<file path="src/rtl/fetch_unit.sv">
// Instruction-fetch front end: presents the PC to the icache each cycle, waits out misses,
// and hands fetched words to decode with stall/redirect support and saturating miss counters.
module fetch_unit #(
   parameter logic [31:0] RESET_PC = 32'h0040_0000,
   parameter int unsigned CNT_W    = 16
) (
   input  logic             clk,
   input  logic             reset,
   output logic [31:0]      ic_addr,
   input  logic [31:0]      ic_data,
   input  logic             ic_hit,
   input  logic             stall,
   input  logic             flush,
   input  logic [31:0]      redirect_pc,
   output logic [31:0]      inst,
   output logic [31:0]      inst_pc,
   output logic             inst_valid,
   output logic [CNT_W-1:0] miss_count,
   output logic [CNT_W-1:0] miss_cycles
);

   typedef enum logic [1:0] {
      ST_IDLE  = 2'd0,
      ST_FETCH = 2'd1,
      ST_MISS  = 2'd2
   } state_t;

   state_t             state_q, state_d;
   logic [31:0]        pc_q, pc_d;
   logic [31:0]        inst_q, inst_d;
   logic [31:0]        inst_pc_q, inst_pc_d;
   logic               inst_valid_q, inst_valid_d;
   logic [CNT_W-1:0]   miss_count_q, miss_count_d;
   logic [CNT_W-1:0]   miss_cycles_q, miss_cycles_d;

   // Counters stick at all-ones instead of wrapping.
   function automatic logic [CNT_W-1:0] sat_inc(input logic [CNT_W-1:0] v);
      logic [CNT_W-1:0] r;
      if (&v) begin
         r = v;
      end else begin
         r = v + {{(CNT_W-1){1'b0}}, 1'b1};
      end
      return r;
   endfunction

   // Next-state logic; priority per edge is flush, then stall, then hit/miss.
   always_comb begin
      state_d       = state_q;
      pc_d          = pc_q;
      inst_d        = inst_q;
      inst_pc_d     = inst_pc_q;
      inst_valid_d  = inst_valid_q;
      miss_count_d  = miss_count_q;
      miss_cycles_d = miss_cycles_q;

      // Every cycle spent in MISS is counted, whatever else happens on that edge.
      if (state_q == ST_MISS) begin
         miss_cycles_d = sat_inc(miss_cycles_q);
      end else begin
         miss_cycles_d = miss_cycles_q;
      end

      if (flush) begin
         pc_d         = redirect_pc & 32'hFFFF_FFFC;
         inst_valid_d = 1'b0;
         state_d      = ST_FETCH;
      end else if (stall) begin
         state_d      = state_q;
         inst_valid_d = inst_valid_q;
      end else begin
         case (state_q)
            ST_IDLE: begin
               inst_valid_d = 1'b0;
               state_d      = ST_FETCH;
            end
            ST_FETCH: begin
               if (ic_hit) begin
                  inst_d       = ic_data;
                  inst_pc_d    = pc_q;
                  inst_valid_d = 1'b1;
                  pc_d         = pc_q + 32'd4;
               end else begin
                  inst_valid_d = 1'b0;
                  miss_count_d = sat_inc(miss_count_q);
                  state_d      = ST_MISS;
               end
            end
            ST_MISS: begin
               if (ic_hit) begin
                  inst_d       = ic_data;
                  inst_pc_d    = pc_q;
                  inst_valid_d = 1'b1;
                  pc_d         = pc_q + 32'd4;
                  state_d      = ST_FETCH;
               end else begin
                  inst_valid_d = 1'b0;
               end
            end
            default: begin
               inst_valid_d = 1'b0;
               state_d      = ST_IDLE;
            end
         endcase
      end
   end

   // State and datapath registers with asynchronous active-low reset.
   always_ff @(posedge clk or negedge reset) begin
      if (!reset) begin
         state_q       <= ST_IDLE;
         pc_q          <= RESET_PC;
         inst_q        <= 32'h0000_0000;
         inst_pc_q     <= 32'h0000_0000;
         inst_valid_q  <= 1'b0;
         miss_count_q  <= {CNT_W{1'b0}};
         miss_cycles_q <= {CNT_W{1'b0}};
      end else begin
         state_q       <= state_d;
         pc_q          <= pc_d;
         inst_q        <= inst_d;
         inst_pc_q     <= inst_pc_d;
         inst_valid_q  <= inst_valid_d;
         miss_count_q  <= miss_count_d;
         miss_cycles_q <= miss_cycles_d;
      end
   end

   assign ic_addr     = pc_q;
   assign inst        = inst_q;
   assign inst_pc     = inst_pc_q;
   assign inst_valid  = inst_valid_q;
   assign miss_count  = miss_count_q;
   assign miss_cycles = miss_cycles_q;

endmodule

</file>
<file path="config.mk">
export PLATFORM = sky130hd
export DESIGN_NAME = fetch_unit
export DESIGN_NICKNAME = d
export VERILOG_FILES = /design/src/rtl/fetch_unit.sv
export SDC_FILE = /design/constraint.sdc
export NUM_CORES = 1
export LEC_CHECK = 0
export CAP_MARGIN = 20
export CORE_UTILIZATION = 46
export DETAILED_ROUTE_END_ITERATION = 8
export PLACE_DENSITY = 0.9
export SYNTH_ARGS = -nofsm -noshare
export SYNTH_HDL_FRONTEND = slang
export SYNTH_SLANG_ARGS = --single-unit
</file>
<file path="constraint.sdc">
create_clock -name clk -period 2.5 [get_ports clk]
set_input_delay 0.5 -clock clk [delete_from_list [all_inputs] [get_ports clk]]
set_output_delay 0.5 -clock clk [all_outputs]
set_load 0.05 [all_outputs]
</file>
==> results of run 1 <==
report_power, final:
part | total (W) | switching (W) | internal [W]
clock | 0.00243 | 0.000840 | 0.00159
sequential | 0.00286 | 0.000346 | 0.00251
combinational | 0.00338 | 0.00216 | 0.00122
total | 0.00866 | 0.00335 | 0.00532
per-stage QoR:
step,setup WS [ps],power (W)
finish,194,0.00866
global placement,115,0.00614
floorplan,221,0.00497
global route,162,0.00900
detailed placement,41.9,0.00627
CTS,180,0.00874
cell type report:
cell class / count / area (um2) / area share [%]
clock inverters: 6 / 80.1 / 0.930
clock buffers: 25 / 505 / 5.87
repair buffers: 207 / 2070 / 24.0
inverters: 5 / 18.8 / 0.218
multi-input cells: 344 / 2550 / 29.6
well taps: 168 / 210 / 2.44
flip-flops and latches: 127 / 3180 / 36.9
metal layers:
layer	vias up	track usage [%]	part of all wire, %
met3	32	7.43	7.4
met4	0	11.3	2.4
li1	2267	-	-
met5	-	0	0
met2	200	44.4	52
met1	2482	27.7	39
synthesized netlist by cell type, types with 2 or more instances:
cell	number
a21oi_1	3
o31ai_1	15
a31oi_1	19
nor3b_1	2
nand2b_1	3
mux2_2	65
o21ai_0	14
o211ai_1	8
buf_4	4
and4_1	7
dfrtp_1	126
mux2i_1	2
clkbuf_1	18
xnor2_1	23
nor4_1	2
nand4_1	17
nand4b_1	2
o31a_1	3
o21a_1	3
buf_6	2
nor3_1	3
nand3_1	25
o2111ai_1	3
and3_1	14
xor2_1	8
nand2_1	33
nor2_1	22
or4_1	18
and2_1	2
ha_1	7
inv_1	4
state kept, by name, summed over array words and instances, names as in the netlist:
signal and cells:
ic_addr 30, inst 32, inst_pc 30, inst_valid 1
miss_count 16, miss_cycles 16, state_q 2
worst paths after layout:
| check | end | depth (start not counted) |
|---|---|---|
| max | ic_addr[22] | 1 |
| min | inst_pc[21] | 2 |
| max reg2reg | ic_addr[22] | 6 |
| min reg2reg | inst_pc[30] | 1 |
| max in group asynchronous | inst[18] | 2 |
| min in group clk | inst_pc[30] | 1 |
cell usage in the layout (no fill, tap or decap), types with 2 or more instances in the layout:
master / n
a21oi_1: 3
and4_1: 7
o31ai_1: 15
nand4_1: 17
clkdlybuf4s50_1: 190
inv_1: 4
o21a_1: 3
nor2_1: 21
clkbuf_16: 17
nand3_1: 25
nor3_1: 3
nand4b_1: 2
and2_1: 2
and3_1: 14
conb_1: 4
mux2i_1: 2
or4_1: 18
buf_12: 3
dfrtp_1: 126
xor2_1: 8
ha_1: 7
xnor2_1: 23
clkbuf_1: 3
nand2_1: 33
mux2_2: 65
bufinv_16: 2
nor3b_1: 2
buf_4: 14
o2111ai_1: 3
o211ai_1: 8
nor4_1: 2
clkinv_2: 4
clkbuf_8: 5
nand2b_1: 3
o31a_1: 3
o21ai_0: 14
a31oi_1: 19
logic make-up (layout without fill, tap and decap cells):
group	count (synthesis)	count (layout)	synth area share, %
flip-flops	127	127	54.3
adder cells (fa/ha/maj)	7	7	1.50
AND/OR/NAND/NOR	161	161	15.6
multiplexers	67	67	12.8
buffers and inverters	30	243	2.44
other	1	4	0.0640
XOR/XNOR	31	31	4.64
AO/OA/AOI/OAI	74	74	8.61
==> results by group, run 1 <==
CTS
  • CTS Buf Count: 17
  • Clock tree from TritonCTS: yes
  • Root Driver: clkbuf_16
  • Max clock buf depth: 2
  • Clock latency on the worst-skew pair: between 400 and 500 ps
  • CTS clock-pin slew for the worst setup and hold paths: 50 ps
  • Clock sink total: 127
  • H-tree depth: 4
  • Hold-fix buffers, CTS: 0
  • Post-CTS sizing: 0
  • Postcts setup bufs: 0

Worst setup path
  • Critical Path RT: roughly 2000 ps
  • Worst Path Buf+Inv: 1
  • Startpoint type of the worst setup path: flip-flop
  • CP top delay family: buffers and inverters
  • R2r setup slk: roughly 300 ps
  • Crit-path cells: clkdlybuf4s50_1
  • Beginning of the critical path: ic_addr[22]
  • WS Path Type: flip-flop to output port
  • Critical R2R Launch: ic_addr[3]
  • Critical path's slowest cell: clkdlybuf4s50_1
  • Arrival time worst endpoint: 1810 ps
  • Element type at the critical path end: output port
  • Worst stage delay on the critical path: a little over 800 ps
  • Critical path peak fanout: 5

Final layout
  • # nets final: about 800
  • Filler Cell Count: 864
  • Layout area overhead: 47.1%
  • Ratio of cells with drive above 1 in the final layout: between 10% and 20%
  • Non-Filler Instances: 882
  • Antenna cells: 0
  • Core Util, Final: a little over two thirds
  • Final Instance Area: roughly 0.0086 mm2

Routing
  • Post-Route WL: 15900 um
  • DR pass1 iterations: 6
  • DR WL/cell: between 15 and 20 um
  • Via count: 4981
  • Routed vias/inst: 5.65
  • Final ANT Viol Nets: 0
  • DRC viols: 0
  • DRT iter0 DRCs: roughly 300

GRT
  • First-pass GRT wire length: between 20000 and 25000 um
  • Largest net degree at the start of global routing: 128
  • Number of global-route vias before repair: 4950
  • Initial antenna violation count: 0
  • GRT Util Overall: 25.0%
  • GR Overflow Total: 0

Job
  • Max-Cap Viols: 0

Power and ir drop
  • Worst VDD drop: approximately 0.7 mV
  • Power density cells: 1010 mW/mm2
  • Leakage Power: roughly 3.5 nW

Synth
  • Synth area leaders: dfrtp_1, mux2_2, xnor2_1
  • Post-Synthesis Cell Area: ~0.0059 mm2
  • Ys async rst share: 100%
  • Gate count of the mapped netlist: 498
  • Yosys warning count: 0
  • Number of synthesized flops with an enable pin: 0
  • Post-synth top area share: 53.8%
  • Cell accounting for the most synthesized area: dfrtp_1
  • Synth unique cells: 52
  • Post-synthesis sequential area ratio: between 50% and 60%
  • Mapped Avg Cell Area: roughly 12 um2
  • Synth Flop Type: dfrtp_1
  • Post-synthesis register bit count: around 130

Min path
  • Worst Hold Class: primary input to asynchronous set/reset pin

STA
  • # setup viols final: 0
  • Max Clk Rate: around 430 MHz
  • Slew margin rel.: approximately 55%
  • Unrepaired setup endpoints after global routing: no
  • Slew @ Worst Pin: 680 ps
  • Hold slack: 178 ps
  • Slew Limit Fails: 0
  • Final hold viol count: 0
  • Worst Clk Skew: around 6.2 ps
  • Fin Setup TNS: 0 ps
  • Final Critical Period: ~2300 ps
  • Final Cycle Share: just over 90%

Floorplanning
  • DIE HEIGHT: 115 um
  • Core Area: between 0.01 and 0.015 mm2
  • Chip width: 115 um
  • Site Rows: 40
  • IO Count: 198
  • Die area: approximately 0.013 mm2
  • Initial Util: between 40 and 50%

Placed design
  • IO Port Bufs: ~190
  • Post-placement cell area: ~0.0080 mm2
  • Placed cells: roughly 850
  • Dpl hpwl: about 11000 um
  • Gpl congestion: 0.839

Run status
  • Status: completed
(Power assumes the default switching activity.)
==> inputs of run 2 (changes only) <==
--- a/config.mk
+++ b/config.mk
@@ -6,6 +6,7 @@
 export NUM_CORES = 1
 export LEC_CHECK = 0
 export CAP_MARGIN = 20
+export CORE_MARGIN = 2
 export CORE_UTILIZATION = 46
 export DETAILED_ROUTE_END_ITERATION = 8
 export PLACE_DENSITY = 0.9
==> results by group, run 2 (synthesis gave the netlist of run 1 again) <==
Run status
  • Status: completed

Final layout
  • Commonest non-fill, non-tap cells in the layout: clkdlybuf4s50_1, dfrtp_1, mux2_2
  • # nets final: 781 (+0.39%)
  • Antenna cells: 0 (unchanged)
  • Layout area overhead: 49.1%
  • Most common library cell in the layout ignoring fill and taps: clkdlybuf4s50_1
  • Multi-input logic area: 0.00255 mm2 (unchanged)
  • Area occupied by registers: 0.00318 mm2 (unchanged)
  • Ratio of cells with drive above 1 in the final layout: 17.1% (+0.74 points)
  • Max reg flops: 32 (unchanged)
  • Filler Cell Count: 906 (+4.9%)
  • Core Util, Final: 69.8% (-0.78 points)

CTS
  • Hold-fix buffers, CTS: 0 (unchanged)
  • CTS Buf Count: 17 (unchanged)
  • Postcts setup bufs: 0 (unchanged)
  • Clock tree from TritonCTS: yes
  • Clock sink total: 127 (unchanged)
  • Max clock buf depth: 2 (unchanged)
  • Clock latency on the worst-skew pair: 410 ps (about the same)
  • H-tree depth: 4 (unchanged)
  • CTS clock-pin slew for the worst setup and hold paths: 60 ps (about the same)
  • Root Driver: clkbuf_16
  • Post-CTS sizing: 0 (unchanged)

Worst setup path
  • Element type at the critical path end: output port
  • Worst Path Buf+Inv: 1 (unchanged)
  • CP top delay family: buffers and inverters
  • Critical R2R Launch: state_q[0]
  • WS Path Type: flip-flop to output port
  • Reg2Reg Depth: 7 (+1)
  • R2r setup slk: 290 ps (about the same)
  • Critical path's slowest cell: clkdlybuf4s50_1
  • Startpoint type of the worst setup path: flip-flop
  • Reg2reg end: ic_addr[21]
  • Crit-path cells: clkdlybuf4s50_1
  • Arrival time worst endpoint: 1800 ps (about the same)
  • Worst stage delay on the critical path: 870 ps (+60 ps)
  • Critical Path RT: 2000 ps (about the same)
  • Critical path peak fanout: 9 (+4)

GRT
  • GRT Util Overall: 23.4% (-1.5 points)
  • GR Overflow Total: 0 (unchanged)
  • Largest net degree at the start of global routing: 54 (-58%)
  • First-pass GRT wire length: 24900 um (-0.14%)
  • Initial antenna violation count: 0 (unchanged)
  • Number of global-route vias before repair: 4987 (+0.75%)

Routing
  • DR WL/cell: 17.3 um (-4.1%)
  • Post-Route WL: 15400 um (-3.3%)
  • Final ANT Viol Nets: 0 (unchanged)
  • Routed vias/inst: 5.60 (-0.92%)
  • Via count: 4980 (-0.020%)
  • DRT iter0 DRCs: 375 (+22%)
  • DRC viols: 0 (unchanged)
  • DR pass1 iterations: 5 (-1)

Placed design
  • IO Port Bufs: 191 (unchanged)
  • Gpl congestion: 0.842 (+0.33%)
  • Dpl hpwl: 11100 um (-1.5%)

STA
  • Final Cycle Share: 91.8% (-0.40 points)
  • Worst Clk Skew: 5.20 ps (-1.02 ps)
  • # setup viols final: 0 (unchanged)
  • Final Critical Period: 2300 ps (-10.1 ps)
  • Fin Setup TNS: 0 ps (unchanged)
  • Unrepaired setup endpoints after global routing: no
  • Final hold viol count: 0 (unchanged)
  • Slew Limit Fails: 0 (unchanged)
  • Hold slack: 64.5 ps (-113 ps)
  • Slew @ Worst Pin: 559 ps (-121 ps)
  • Slew margin rel.: 62.6% (+7.9 points)
  • Max Clk Rate: 436 MHz (+0.44%)

Power and ir drop
  • Sw Ratio: 37.4% (-1.3 points)
  • Worst VDD drop: 0.717 mV (+3.4%)
  • Combinational share of power: 37.4% (-1.6 points)
  • Leakage Power: 3.50 nW (+1.2%)
  • Sw Pwr: 0.00336 W (+0.38%)
  • Clock network fraction of total power: 30.9% (+2.9 points)
  • P_int: 0.00563 W (+6.0%)
  • Sequential Power Share: 31.6% (-1.4 points)
  • Power density cells: 1030 mW/mm2 (+2.4%)

Floorplanning
  • Initial Util: 46.8% (-1.2 points)
  • DIE HEIGHT: 117 um (+1.7%)
  • Chip width: 117 um (+1.7%)
  • Site Rows: 41 (+2.5%)
  • IO Count: 198 (unchanged)
  • Core Area: 0.0125 mm2 (+2.5%)
  • Die area: 0.0136 mm2 (+3.5%)

Min path
  • Worst Hold Class: primary input to asynchronous set/reset pin

Job
  • Max-Cap Viols: 0 (unchanged)
run 2: cell count changes in the layout (fill, tap and decap cells not counted), sizes merged:
cell	delta
bufinv	+3
buf	+3
clkbuf	-2
clkinvlp	+3
clkinv	-3
run 2: metal layers:
metal  global-route usage, %  part of all wire [%]  vias to the layer above
li1                        -                     -                     2270
met1                    28.8                    40                     2468
met2                    39.8                    51                      210
met3                    6.75                   7.3                       32
met4                    8.00                   1.8                        0
met5                       0                     0                        -
run 2: worst max-delay path by stage:
stage,start,end,slack (ps),depth (start not counted)
6_report,ic_addr[13],ic_addr[13],200,1
5_1_grt,ic_addr[22],ic_addr[22],150,1
4_1_cts,ic_addr[22],ic_addr[22],200,1
3_5_place_dp,stall,miss_count[15],100,6
3_3_place_gp,stall,miss_count[12],120,6
2_1_floorplan,ic_addr[5],ic_addr[30],220,6
run 2: area by class of cell:
class	count	area share, %
Tap cell	172	2.46
Clock buffer	23	5.70
Clock inverter	9	2.03
Sequential cell	127	36.4
Inverter	5	0.215
Multi-Input combinational cell	344	29.2
Timing Repair Buffer	210	23.9
run 2: through the flow:
step                std cells  power (W)  area (um2)  worst slack (ps)
floorplan                 501    0.00497        5870               221
global placement          858    0.00616        8060               120
detailed placement        858    0.00625        8060              99.9
CTS                       890    0.00905        8730               195
global route              890    0.00933        8730               146
finish                    890    0.00899        8730               204
run 2: power groups by stage:
stage / combinational (W) / clock (W) / sequential (W)
2_1_floorplan: 0.000563 / 0 / 0.00441
3_3_place_gp: 0.00332 / 0 / 0.00284
3_5_place_dp: 0.00338 / 0 / 0.00287
4_1_cts: 0.00339 / 0.00282 / 0.00285
5_1_grt: 0.00351 / 0.00291 / 0.00290
6_report: 0.00337 / 0.00278 / 0.00284
==> inputs of run 3 (changes only) <==
--- a/config.mk
+++ b/config.mk
@@ -5,11 +5,12 @@
 export SDC_FILE = /design/constraint.sdc
 export NUM_CORES = 1
 export LEC_CHECK = 0
+export ABC_CLOCK_PERIOD_IN_PS = 2500
 export CAP_MARGIN = 20
-export CORE_MARGIN = 2
 export CORE_UTILIZATION = 46
 export DETAILED_ROUTE_END_ITERATION = 8
 export PLACE_DENSITY = 0.9
+export SKIP_CTS_REPAIR_TIMING = 1
 export SYNTH_ARGS = -nofsm -noshare
 export SYNTH_HDL_FRONTEND = slang
 export SYNTH_SLANG_ARGS = --single-unit
==> results of run 3 <==
No change in the layout: final DEF, timing and power equal those of run 1.
